**src/rtl/uart_slave.sv**
```systemverilog
// Bus-side 8N1 UART peripheral: register file, holding-register transmitter and oversampling-free
// mid-bit receiver, both timed by a shared programmable baud divisor.
module uart_slave #(
  parameter int DIV_W     = 16,
  parameter int DIV_RESET = 434
) (
  input  logic        clk,
  input  logic        rst_n,
  input  logic [1:0]  uart_addr,
  input  logic        uart_wen,
  input  logic [31:0] uart_wdata,
  output logic [31:0] uart_rdata,
  output logic        uart_ready,
  output logic        uart_txd,
  input  logic        uart_rxd,
  output logic        irq_rx
);

  typedef enum logic [1:0] {ST_IDLE, ST_START, ST_DATA, ST_STOP} state_e;

  logic [DIV_W-1:0] baud_div_q, baud_div_d;
  logic [DIV_W-1:0] eff_div, bit_reload, half_reload;

  state_e           tx_state_q, tx_state_d;
  logic [DIV_W-1:0] tx_cnt_q, tx_cnt_d;
  logic [7:0]       tx_shift_q, tx_shift_d;
  logic [2:0]       tx_bit_q, tx_bit_d;
  logic [7:0]       hold_q, hold_d;
  logic             hold_full_q, hold_full_d;
  logic             txd_q, txd_d;
  logic             tx_load;

  logic             rxd_meta_q, rxd_meta_d, rxd_sync_q, rxd_sync_d;
  state_e           rx_state_q, rx_state_d;
  logic [DIV_W-1:0] rx_cnt_q, rx_cnt_d;
  logic [7:0]       rx_shift_q, rx_shift_d;
  logic [2:0]       rx_bit_q, rx_bit_d;
  logic [7:0]       rx_data_q, rx_data_d;
  logic             rx_valid_q, rx_valid_d;
  logic             rx_over_q, rx_over_d;
  logic             rx_ferr_q, rx_ferr_d;
  logic             rx_deliver, rx_stop_bad;

  logic             wr_tx, wr_stat, wr_baud;
  logic [2:0]       clr;
  logic             tx_busy;
  logic             wdata_unused;

  assign wdata_unused = ^uart_wdata;

  assign wr_tx   = uart_wen && (uart_addr == 2'd0);
  assign wr_stat = uart_wen && (uart_addr == 2'd1);
  assign wr_baud = uart_wen && (uart_addr == 2'd3);
  assign clr     = wr_stat ? uart_wdata[3:1] : 3'b000;

  // Divisors below 2 cannot give a meaningful mid-bit sample point, so they run as 2.
  assign eff_div     = (baud_div_q < DIV_W'(2)) ? DIV_W'(2) : baud_div_q;
  assign bit_reload  = eff_div - DIV_W'(1);
  assign half_reload = eff_div >> 1;

  assign baud_div_d = wr_baud ? uart_wdata[DIV_W-1:0] : baud_div_q;

  always_comb begin
    tx_state_d  = tx_state_q;
    tx_cnt_d    = tx_cnt_q;
    tx_shift_d  = tx_shift_q;
    tx_bit_d    = tx_bit_q;
    hold_d      = hold_q;
    hold_full_d = hold_full_q;
    txd_d       = 1'b1;
    tx_load     = 1'b0;
    if (wr_tx && !hold_full_q) begin
      hold_d      = uart_wdata[7:0];
      hold_full_d = 1'b1;
    end
    case (tx_state_q)
      ST_IDLE: tx_load = hold_full_q;
      ST_START: begin
        txd_d = 1'b0;
        if (tx_cnt_q != '0) begin
          tx_cnt_d = tx_cnt_q - DIV_W'(1);
        end else begin
          tx_state_d = ST_DATA;
          tx_cnt_d   = bit_reload;
          tx_bit_d   = 3'd0;
        end
      end
      ST_DATA: begin
        txd_d = tx_shift_q[0];
        if (tx_cnt_q != '0) begin
          tx_cnt_d = tx_cnt_q - DIV_W'(1);
        end else begin
          tx_shift_d = {1'b0, tx_shift_q[7:1]};
          tx_cnt_d   = bit_reload;
          if (tx_bit_q == 3'd7) tx_state_d = ST_STOP;
          else                  tx_bit_d   = tx_bit_q + 3'd1;
        end
      end
      ST_STOP: begin
        if (tx_cnt_q != '0)   tx_cnt_d   = tx_cnt_q - DIV_W'(1);
        else if (hold_full_q) tx_load    = 1'b1;
        else                  tx_state_d = ST_IDLE;
      end
      default: tx_state_d = ST_IDLE;
    endcase
    // Loading the shifter frees the holding register, letting the next write through.
    if (tx_load) begin
      tx_shift_d  = hold_q;
      hold_full_d = 1'b0;
      tx_state_d  = ST_START;
      tx_cnt_d    = bit_reload;
    end
  end

  always_comb begin
    rxd_meta_d  = uart_rxd;
    rxd_sync_d  = rxd_meta_q;
    rx_state_d  = rx_state_q;
    rx_cnt_d    = rx_cnt_q;
    rx_shift_d  = rx_shift_q;
    rx_bit_d    = rx_bit_q;
    rx_deliver  = 1'b0;
    rx_stop_bad = 1'b0;
    case (rx_state_q)
      ST_IDLE: begin
        if (!rxd_sync_q) begin
          rx_state_d = ST_START;
          rx_cnt_d   = half_reload;
        end
      end
      ST_START: begin
        if (rx_cnt_q != '0) begin
          rx_cnt_d = rx_cnt_q - DIV_W'(1);
        end else if (rxd_sync_q) begin
          rx_state_d = ST_IDLE;
        end else begin
          rx_state_d = ST_DATA;
          rx_cnt_d   = bit_reload;
          rx_bit_d   = 3'd0;
        end
      end
      ST_DATA: begin
        if (rx_cnt_q != '0) begin
          rx_cnt_d = rx_cnt_q - DIV_W'(1);
        end else begin
          rx_shift_d = {rxd_sync_q, rx_shift_q[7:1]};
          rx_cnt_d   = bit_reload;
          if (rx_bit_q == 3'd7) rx_state_d = ST_STOP;
          else                  rx_bit_d   = rx_bit_q + 3'd1;
        end
      end
      ST_STOP: begin
        if (rx_cnt_q != '0) begin
          rx_cnt_d = rx_cnt_q - DIV_W'(1);
        end else begin
          rx_deliver  = 1'b1;
          rx_stop_bad = !rxd_sync_q;
          rx_state_d  = ST_IDLE;
        end
      end
      default: rx_state_d = ST_IDLE;
    endcase
  end

  // A delivery in the same cycle as a W1C of rx_valid wins and is not an overrun.
  assign rx_valid_d = (rx_valid_q & ~clr[0]) | rx_deliver;
  assign rx_over_d  = (rx_over_q & ~clr[1]) | (rx_deliver & rx_valid_q & ~clr[0]);
  assign rx_ferr_d  = (rx_ferr_q & ~clr[2]) | (rx_deliver & rx_stop_bad);
  assign rx_data_d  = rx_deliver ? rx_shift_q : rx_data_q;

  always_ff @(posedge clk or negedge rst_n) begin
    if (!rst_n) begin
      baud_div_q  <= DIV_W'(DIV_RESET);
      tx_state_q  <= ST_IDLE;
      tx_cnt_q    <= '0;
      tx_shift_q  <= '0;
      tx_bit_q    <= '0;
      hold_q      <= '0;
      hold_full_q <= 1'b0;
      txd_q       <= 1'b1;
      rxd_meta_q  <= 1'b1;
      rxd_sync_q  <= 1'b1;
      rx_state_q  <= ST_IDLE;
      rx_cnt_q    <= '0;
      rx_shift_q  <= '0;
      rx_bit_q    <= '0;
      rx_data_q   <= '0;
      rx_valid_q  <= 1'b0;
      rx_over_q   <= 1'b0;
      rx_ferr_q   <= 1'b0;
    end else begin
      baud_div_q  <= baud_div_d;
      tx_state_q  <= tx_state_d;
      tx_cnt_q    <= tx_cnt_d;
      tx_shift_q  <= tx_shift_d;
      tx_bit_q    <= tx_bit_d;
      hold_q      <= hold_d;
      hold_full_q <= hold_full_d;
      txd_q       <= txd_d;
      rxd_meta_q  <= rxd_meta_d;
      rxd_sync_q  <= rxd_sync_d;
      rx_state_q  <= rx_state_d;
      rx_cnt_q    <= rx_cnt_d;
      rx_shift_q  <= rx_shift_d;
      rx_bit_q    <= rx_bit_d;
      rx_data_q   <= rx_data_d;
      rx_valid_q  <= rx_valid_d;
      rx_over_q   <= rx_over_d;
      rx_ferr_q   <= rx_ferr_d;
    end
  end

  assign tx_busy    = hold_full_q | (tx_state_q != ST_IDLE);
  assign uart_ready = ~hold_full_q;
  assign uart_txd   = txd_q;
  assign irq_rx     = rx_valid_q;

  always_comb begin
    uart_rdata = 32'd0;
    case (uart_addr)
      2'd1:    uart_rdata = {27'd0, hold_full_q, rx_ferr_q, rx_over_q, rx_valid_q, tx_busy};
      2'd2:    uart_rdata = {24'd0, rx_data_q};
      2'd3:    uart_rdata = 32'(baud_div_q);
      default: uart_rdata = 32'd0;
    endcase
  end

endmodule

```
**config.mk**
```make
export PLATFORM = sky130hd
export DESIGN_NAME = uart_slave
export DESIGN_NICKNAME = d
export VERILOG_FILES = /design/src/rtl/uart_slave.sv
export SDC_FILE = /design/constraint.sdc
export NUM_CORES = 1
export LEC_CHECK = 0
export ABC_CLOCK_PERIOD_IN_PS = 6200
export CAP_MARGIN = 20
export CELL_PAD_IN_SITES_DETAIL_PLACEMENT = 0
export CELL_PAD_IN_SITES_GLOBAL_PLACEMENT = 2
export CORE_AREA = 10 10 135 137
export CTS_CLUSTER_DIAMETER = 150
export DETAILED_ROUTE_END_ITERATION = 10
export DIE_AREA = 0 0 145 147
export PLACE_DENSITY_LB_ADDON = 0.25
export SLEW_MARGIN = 20
export SYNTH_ARGS = -nofsm -noshare
export SYNTH_HDL_FRONTEND = slang
export SYNTH_SLANG_ARGS = --single-unit
```
**constraint.sdc**
```tcl
create_clock -name clk -period 6.2 [get_ports clk]
set_input_delay 0.93 -clock clk [delete_from_list [all_inputs] [get_ports clk]]
set_output_delay 0.93 -clock clk [all_outputs]
set_load 0.05 [all_outputs]
```
# Yosys cells after proc, flatten, opt, wreduce, memory -nomap -nowiden
# Cells that the tools add are included.
[classes]
n_lt_le_gt_ge = 1
n_eq_ne = 30
addsub = 5
muxes = 49
reduce_logical = 27
bitwise = 15
[op_table]
columns = ["cell", "n"]
rows = [
  ["16-bit two-way mux", 9],
  ["16-bit case mux with 4 select lines", 1],
  ["16-bit case mux with 3 select lines", 1],
  ["16-bit by 1-bit subtractor with 16-bit output, second input constant", 3],
  ["16-bit case mux with 2 select lines", 1],
  ["16-bit nonzero test", 2],
  ["2-bit two-way mux", 12],
  ["3-bit two-way mux", 8],
  ["8-bit two-way mux", 3],
  ["2-bit != test, second input constant", 12],
  ["3-bit != test, second input constant", 7],
  ["16-bit by 2-bit less-than comparator with 1-bit output, second input constant", 1],
  ["2-bit equality test, second input constant", 6],
  ["3-bit case mux with 2 select lines", 2],
  ["5-bit AND reduction", 2],
  ["2-bit nonzero test", 5],
  ["1-bit two-way mux", 8],
  ["2-bit case mux with 4 select lines", 1],
  ["3-bit by 1-bit adder with 3-bit output, second input constant", 2],
  ["1-bit AND", 6],
  ["2-bit by 1-bit equality test with 1-bit output, second input constant", 3],
  ["3-bit equality test, second input constant", 2],
  ["2-bit zero test", 3],
  ["2-bit case mux with 3 select lines", 1],
  ["other kinds (12)", 26],
]
[totals]
inputBits = 38
register_bits = 97

# Logic depth before layout (Yosys ltp)
# Gate-level depths: netlist of run 1.
[depth]
ltp_word = 6
ltp_mapped = 12
ltp_nobuf = 11

# Least setup slack after synthesis of run 1
# Ideal clock, no wire load.
[synth_timing]
path_kind = "reg-to-reg"
start = "register baud_div_q[2]"
end = "register rx_cnt_q[8]"
path_stages_with_launch = 12
required_time_ns = 6.065
slack_ns = 2.925
arrival_ns = 3.139
cell_sequence = "dfrtp_1 clkbuf_1 nor4_1 nand3_1 o41ai_1 ha_1 or4b_2 nor4_1 xnor2_1 a211oi_1 a21oi_1 o21ai_0"
[synth_between]
elab_chain_cells = 6
elab_cells_between_ends = 8
cone_classes = "1 x add/sub; 1 x order compare; 6 x mux"
[synth_rtl]
columns = ["element", "line_no", "text"]
rows = [
  ["start, declared", "21", "logic [DIV_W-1:0] baud_div_q, baud_div_d;"],
  ["start signal, assigned", "173", "baud_div_q <= DIV_W'(DIV_RESET);"],
  ["start signal, assigned", "192", "baud_div_q <= baud_div_d;"],
  ["16-bit by 2-bit less-than comparator with 1-bit output", "57", "assign eff_div = (baud_div_q < DIV_W'(2)) ? DIV_W'(2) : baud_div_q;"],
  ["16-bit two-way mux *", "57", ""],
  ["16-bit by 1-bit subtractor with 16-bit output", "58", "assign bit_reload = eff_div - DIV_W'(1);"],
  ["16-bit two-way mux", "134", "end else if (rxd_sync_q) begin"],
  ["16-bit two-way mux", "132", "if (rx_cnt_q != '0) begin"],
  ["16-bit case mux with 4 select lines *", "124", "case (rx_state_q)"],
  ["end signal, assigned", "203", "rx_cnt_q <= rx_cnt_d;"],
  ["end, declared", "35", "logic [DIV_W-1:0] rx_cnt_q, rx_cnt_d;"],
]
# Mark *: on every way between the ends. The rest lies on a longest branch, timed or not. The select of a mux whose other input is x is not followed.
# A chain may end at the register's enable or synchronous reset.

# Worst setup path in the final report of run 1
[layout_timing]
start = "input port uart_addr[1]"
end = "output port uart_rdata[4]"
[layout_between]
elab_chain_cells = 2
elab_cells_between_ends = 4
cone_classes = "3 x eq/ne; 1 x mux"
[layout_rtl]
columns = ["element", "line_no", "text"]
rows = [
  ["start, declared", "9", "input logic [1:0] uart_addr,"],
  ["2-bit equality test or 2-bit by 1-bit equality test with 1-bit output (tied branches)", "220", "case (uart_addr)"],
  ["16-bit case mux with 3 select lines *", "220", ""],
  ["end, declared", "12", "output logic [31:0] uart_rdata,"],
]
# Mark *: on every way between the ends. The rest lies on a longest branch, timed or not.

==> results.py, run 1 <==
metrics = {
    "synthesis": {
        "yosysSeqAreaShare_pct": 42.06,
        "syn_area_per_cell_um2": 9.422,
        "yosys_warnings": 0,
        "syn_area_um2": 5794,
        "synthTopCellsByArea": "dfrtp_1 38%, mux2_2 8.4%, o21ai_0 5.0%",
        "yosysMostFrequentCell": "dfrtp_1",
        "synth.largest_area_cell": "dfrtp_1",
        "ys.flop_type": "dfrtp_1",
        "netlist_instances": 615,
        "async_reset_ff_share_pct": 100.0,
        "synth_edf_count": 0,
        "synth_common_cells": "89 x dfrtp_1, 58 x o21ai_0, 50 x nand2_1",
        "yosysUniqueCellTypes": 64,
        "netlist.area_leader.share_pct": 38.44,
        "synth-seq-cells": 97,
    },
    "grt": {
        "met1_usage_pct": 19.01,
        "grt-busiest-layer": "met2",
        "met3_usage_pct": 3.378,
        "grt_overflow_total": 0,
        "gr-usage-met2_pct": 23.76,
        "grt_pass1_wl_um": 25950,
        "grt_pass1_vias": 4837,
        "grt_max_degree": 74,
        "groute.usage.overall_pct": 14.96,
        "antenna_found_initial": 0,
    },
    "sta": {
        "finalSetupTns_ns": 0,
        "fin_skew_ns": 0.01055,
        "fmax_ghz": 0.2358,
        "maxSlewViolCount": 0,
        "rsz0062_at_grt": "false",
        "final.period_utilization_pct": 68.41,
        "setup_viol": 0,
        "min_period_ns": 4.241,
        "hold_viol": 0,
        "worst_pin_slew_ns": 1.038,
        "timing.slew.headroom_pct": 30.79,
        "setup_slack_ns": 1.959,
        "whs_ns": 0.3605,
    },
    "clock_network": {
        "clk_pin_slew_ns": 0.07,
        "clockRootBuffer": "clkbuf_16",
        "cts_hold_buf": 0,
        "clock-sinks": 97,
        "cts.path.max_buffers": 2,
        "cts_tree": "yes",
        "cts_resized": 0,
        "insertion_delay_ns": 0.36,
        "htreeDepth": 3,
        "cts-buffers-inserted": 9,
        "postCtsSetupRepairBufs": 0,
    },
    "die": {
        "coreArea_um2": 15600,
        "die_h_um": 147,
        "dieArea_um2": 21320,
        "chipWidth_um": 145,
        "rows": 46,
        "start_util_pct": 37.15,
        "io_pins": 73,
    },
    "drt": {
        "routed_wl_um": 15940,
        "vias_per_cell": 5.430,
        "drt_iter0_drc": 281,
        "drc": 0,
        "vias": 4648,
        "dr.pass1.iters": 5,
        "wl_per_cell_um": 18.62,
        "ant_nets": 0,
    },
    "setup_path": {
        "start_kind": "input pin",
        "crit_fanout": 22,
        "worstPathRequired_ns": 5.27,
        "crit_type": "input pin to output pin",
        "worstSetupEndpointType": "output pin",
        "critPathArrivalTime_ns": 3.31,
    },
    "placement": {
        "numPortBuffers": 40,
        "dpl.hpwl_um": 11430,
        "gp_congestion": 0.8127,
        "pre_cts_slack_ns": 1.997,
        "placedInstanceArea_um2": 6285,
    },
    "final_layout": {
        "nNetsFinal": 690,
        "antenna_cells": 0,
        "final_util_pct": 42.33,
        "area_growth_pct": 13.95,
        "design_area_um2": 6603,
        "layout-drive-gt1-share_pct": 13.91,
    },
    "pwr": {
        "ir_drop_v": 0.0001570,
        "leakage_nw": 2.827,
        "cellPowerDensity_nw_per_um2": 405.0,
    },
    "flow_run": {
        "drv_cap": 0,
    },
    "min_path": {
        "min_path_type": "register to register",
    },
    "outcome": {
        "status": "complete, no violations",
    },
}
==> worst max-delay path, stage by stage <==
cell	delay, ns
clkdlybuf4s50_1	0.95
nor2b_1	0.39
a22o_1	0.22
clkdlybuf4s50_1	0.81
==> cell families after synthesis <==
| group | Yosys count | synth area share (%) |
|---|---|---|
| adders and majority gates | 17 | 3.671 |
| xor gates and xnor gates | 16 | 2.418 |
| DFF | 97 | 42.06 |
| and+or+nand+nor | 198 | 17.69 |
| AOI/OAI and AO/OA | 162 | 17.73 |
| other | 1 | 0.06472 |
| muxes | 56 | 10.60 |
| buffers and inverters | 68 | 5.765 |
==> layer usage <==
layer | up-vias | part of all wire [%]
met1 | 2263 | 47
met3 | 25 | 4.9
met2 | 109 | 46
li1 | 2251 | -
met5 | - | 0
met4 | 0 | 2.4
==> cell usage in the layout (no fill, tap or decap), types with 6 or more instances in the layout <==
| cell | count |
|---|---|
| xnor2_1 | 11 |
| dfstp_2 | 8 |
| o22ai_1 | 9 |
| a21oi_1 | 33 |
| nor3_1 | 17 |
| ha_1 | 17 |
| and3_1 | 12 |
| clkdlybuf4s50_1 | 39 |
| a211oi_1 | 6 |
| dfrtp_1 | 89 |
| clkbuf_16 | 9 |
| conb_1 | 16 |
| mux2i_1 | 13 |
| nor4_1 | 14 |
| nand2_1 | 50 |
| a22o_1 | 15 |
| o21ai_0 | 58 |
| nor2_1 | 38 |
| nand4_1 | 9 |
| nor2b_1 | 7 |
| mux2_2 | 43 |
| or3_1 | 8 |
| inv_1 | 19 |
| nand3_1 | 17 |
==> stage by stage <==
| stage | instances | total power [W] |
|---|---|---|
| 2_1_floorplan | 630 | 0.001772 |
| 3_3_place_gp | 840 | 0.002046 |
| 3_5_place_dp | 840 | 0.002065 |
| 4_1_cts | 856 | 0.002680 |
| 5_1_grt | 856 | 0.002874 |
| 6_report | 856 | 0.002674 |
==> registers in the layout (all words and copies together) (netlist names), 2 cells and up, named ones only <==
| signal | count |
|---|---|
| rx_bit_q | 3 |
| tx_state_q | 2 |
| tx_shift_q | 8 |
| hold_q | 8 |
| rx_data_q | 8 |
| baud_div_q | 16 |
| rx_cnt_q | 16 |
| rx_shift_q | 8 |
| tx_cnt_q | 16 |
| tx_bit_q | 3 |
==> path summary, 6_finish.rpt <==
check	start	endpoint	slack, ns	depth (start not counted)
max	uart_addr[1]	uart_rdata[4]	1.96	4
min	rxd_meta_q$_DFF_PN1_	rxd_sync_q$_DFF_PN1_	0.36	0
max reg2reg	baud_div_q[2]$_DFFE_PN0P_	rx_cnt_q[8]$_DFFE_PN0P_	2.08	10
min reg2reg	rxd_meta_q$_DFF_PN1_	rxd_sync_q$_DFF_PN1_	0.36	0
max in group asynchronous	rst_n	tx_state_q[1]$_DFFE_PN0P_	4.48	2
min in group asynchronous	rst_n	rx_shift_q[7]$_DFFE_PN0P_	0.47	1
==> layout make-up <==
type / count / area, µm²
Clock buffer: 10 / 239.0
Clock inverter: 6 / 78.83
Fill cell: 1562 / 8995
Inverter: 19 / 71.32
Multi-Input combinational cell: 465 / 3085
Sequential cell: 97 / 2437
Tap cell: 216 / 270.3
Timing Repair Buffer: 43 / 420.4
==> power breakdown <==
| part | internal [W] | switching, W | total (W) |
|---|---|---|---|
| Sequential | 0.000803 | 0.000225 | 0.00103 |
| Combinational | 0.000414 | 0.000623 | 0.00104 |
| Clock | 0.000334 | 0.000275 | 0.000609 |
| Total | 0.00155 | 0.00112 | 0.00267 |
Power figures use the tool's default switching activity.
==> inputs of run 2 (changes only) <==
--- a/config.mk
+++ b/config.mk
@@ -5,14 +5,14 @@
 export SDC_FILE = /design/constraint.sdc
 export NUM_CORES = 1
 export LEC_CHECK = 0
-export ABC_CLOCK_PERIOD_IN_PS = 6200
+export ABC_CLOCK_PERIOD_IN_PS = 3900
 export CAP_MARGIN = 20
 export CELL_PAD_IN_SITES_DETAIL_PLACEMENT = 0
 export CELL_PAD_IN_SITES_GLOBAL_PLACEMENT = 2
-export CORE_AREA = 10 10 135 137
+export CORE_AREA = 10 10 146 148
 export CTS_CLUSTER_DIAMETER = 150
 export DETAILED_ROUTE_END_ITERATION = 10
-export DIE_AREA = 0 0 145 147
+export DIE_AREA = 0 0 156 158
 export PLACE_DENSITY_LB_ADDON = 0.25
 export SLEW_MARGIN = 20
 export SYNTH_ARGS = -nofsm -noshare
==> constraint.sdc (replaced) <==
create_clock -name clk -period 3.9 [get_ports clk]
set_input_delay 0.585 -clock clk [delete_from_list [all_inputs] [get_ports clk]]
set_output_delay 0.585 -clock clk [all_outputs]
set_load 0.05 [all_outputs]
==> run 2 against run 1 <==
Via count rose by 2.2%. Clock power rose by 48%. Routed wire length rose by 4.4%. Largest cell class unchanged. Sequential share of layout area fell by 0.79 points. Critical endpoint is now tx_cnt_q[6]$_DFFE_PN0P_. First-iteration DRC count fell by 30%. Power rose by 58%. Cell count rose by 4.4%. Flip-flop and latch count did not move. Clock skew fell by 0.0035 ns.
==> results.py, run 2 (synthesized netlist as in run 1, its figures left out) <==
metrics = {
    "outcome": {
        "status": "complete, no violations",
    },
    "drt": {
        "vias_per_cell": 5.314,
        "wl_per_cell_um": 18.62,
        "vias": 4751,
        "drc": 0,
        "routed_wl_um": 16650,
        "ant_nets": 0,
        "dr.pass1.iters": 5,
        "drt_iter0_drc": 198,
    },
    "final_layout": {
        "final_common_cell": "dfrtp_1",
        "layout-drive-gt1-share_pct": 16.52,
        "seq_area_um2": 2437,
        "layout.cells.non_filler": 894,
        "largestRegisters": "baud_div_q: 16 flops, rx_cnt_q: 16 flops, tx_cnt_q: 16 flops",
        "n_fill_cell": 1857,
        "multi_input_area_um2": 3085,
        "design_area_um2": 6748,
        "area_growth_pct": 16.45,
        "antenna_cells": 0,
        "layout_common_cells": "89 x dfrtp_1, 58 x o21ai_0, 50 x nand2_1, 43 x mux2_2, 39 x clkdlybuf4s50_1",
        "nNetsFinal": 710,
    },
    "grt": {
        "grt_pass1_vias": 4859,
        "grt_pass1_wl_um": 27000,
        "antenna_found_initial": 0,
        "grt_max_degree": 61,
        "groute.usage.overall_pct": 13.72,
        "grt_overflow_total": 0,
    },
    "clock_network": {
        "cts_tree": "yes",
        "insertion_delay_ns": 0.35,
        "cts_hold_buf": 0,
        "postCtsSetupRepairBufs": 0,
        "cts.path.max_buffers": 2,
        "htreeDepth": 3,
        "clockRootBuffer": "clkbuf_16",
        "cts-buffers-inserted": 9,
        "cts_resized": 0,
        "clock-sinks": 97,
        "clk_pin_slew_ns": 0.08,
    },
    "setup_path": {
        "crit_family": "simple AND/OR/NAND/NOR gates",
        "worstSetupEndpointType": "register",
        "cp.buffers_inverters": 1,
        "critPathArrivalTime_ns": 3.84,
        "crit_chain": "nor4_1 > nand3_1 > o41ai_1 > buf_4 > ha_1 > or4b_2 > nor2_1 > xor2_1 > nor2_1 > a31o_2 > a21oi_1",
        "crit_fanout": 7,
        "crit_path_frequent_cell": "nor2_1",
        "crit_type": "register to register",
        "critPathSlowestCell": "or4b_2",
        "start_kind": "register",
        "max_stage_delay_ns": 0.64,
        "worstPathRequired_ns": 4.17,
    },
    "pwr": {
        "cellPowerDensity_nw_per_um2": 626.5,
        "total_power_w": 0.004227,
        "ir_drop_v": 0.0002640,
        "leakage_nw": 2.914,
    },
    "min_path": {
        "min_path_type": "input pin to async pin",
    },
    "placement": {
        "dpl.hpwl_um": 12420,
        "placedInstanceArea_um2": 6457,
        "gp_congestion": 0.8066,
        "dp_cells": 878,
        "numPortBuffers": 40,
    },
    "die": {
        "coreArea_um2": 18460,
        "chipWidth_um": 156,
        "rows": 50,
        "start_util_pct": 31.40,
        "io_pins": 73,
        "die_h_um": 158,
        "dieArea_um2": 24650,
    },
    "sta": {
        "whs_ns": 0.3124,
        "hold_viol": 0,
        "timing.slew.headroom_pct": 32.35,
        "final.period_utilization_pct": 91.52,
        "fmax_ghz": 0.2802,
        "setup_viol": 0,
        "rsz0062_at_grt": "false",
        "finalSetupTns_ns": 0,
        "fin_skew_ns": 0.007020,
        "maxSlewViolCount": 0,
        "min_period_ns": 3.569,
        "worst_pin_slew_ns": 1.015,
    },
    "flow_run": {
        "drv_cap": 0,
    },
}
==> run 2: cell type report <==
type,count,area share (%)
multi-input combinational,465,45.73
clock inverter,7,0.9642
inverter,19,1.057
timing repair buffer,63,8.455
sequential,97,36.12
tap,234,4.339
clock buffer,9,3.338
==> run 2: where the power goes <==
group	internal, W	total, W	switching (W)	leakage, nW
logic	0.000699	0.00173	0.00103	1.54
registers	0.00128	0.00160	0.000320	1.22
clock network	0.000453	0.000900	0.000446	0.147
==> run 2: worst paths after layout <==
| path | start | end | slack, ns | depth (start not counted) |
|---|---|---|---|---|
| hold reg to reg | rxd_meta_q$_DFF_PN1_ | rxd_sync_q$_DFF_PN1_ | 0.37 | 0 |
| max in group asynchronous | rst_n | baud_div_q[4]$_DFFE_PN1P_ | 2.72 | 2 |
| hold / removal | rst_n | rx_bit_q[0]$_DFFE_PN0P_ | 0.31 | 1 |
| setup reg to reg | baud_div_q[8]$_DFFE_PN1P_ | tx_cnt_q[6]$_DFFE_PN0P_ | 0.33 | 11 |
| setup / recovery | baud_div_q[8]$_DFFE_PN1P_ | tx_cnt_q[6]$_DFFE_PN0P_ | 0.33 | 11 |
| min in group clk | rxd_meta_q$_DFF_PN1_ | rxd_sync_q$_DFF_PN1_ | 0.37 | 0 |
==> run 2: through the flow <==
step | worst slack [ns] | utilization, %
after global placement | 0.3481 | 34.99
final | 0.3307 | 36.56
after global routing | 0.08293 | 36.56
after CTS | 0.2897 | 36.56
after detailed placement | 0.3071 | 34.99
after floorplan | 0.6254 | -
==> run 2: routing by layer <==
metal  up-vias  wire (µm)  GRT usage (%)
li1       2303          -              -
met1      2340       7963          18.15
met2        95       7923          22.48
met3        13        556          2.659
met4         0        203          3.462
met5         -          0              0
==> inputs of run 3 (changes only) <==
--- a/config.mk
+++ b/config.mk
@@ -13,6 +13,7 @@
 export CTS_CLUSTER_DIAMETER = 150
 export DETAILED_ROUTE_END_ITERATION = 10
 export DIE_AREA = 0 0 156 158
+export GPL_ROUTABILITY_DRIVEN = 1
 export PLACE_DENSITY_LB_ADDON = 0.25
 export SLEW_MARGIN = 20
 export SYNTH_ARGS = -nofsm -noshare
==> results of run 3 <==
Final layout, timing and power as in run 2 (identical DEF).
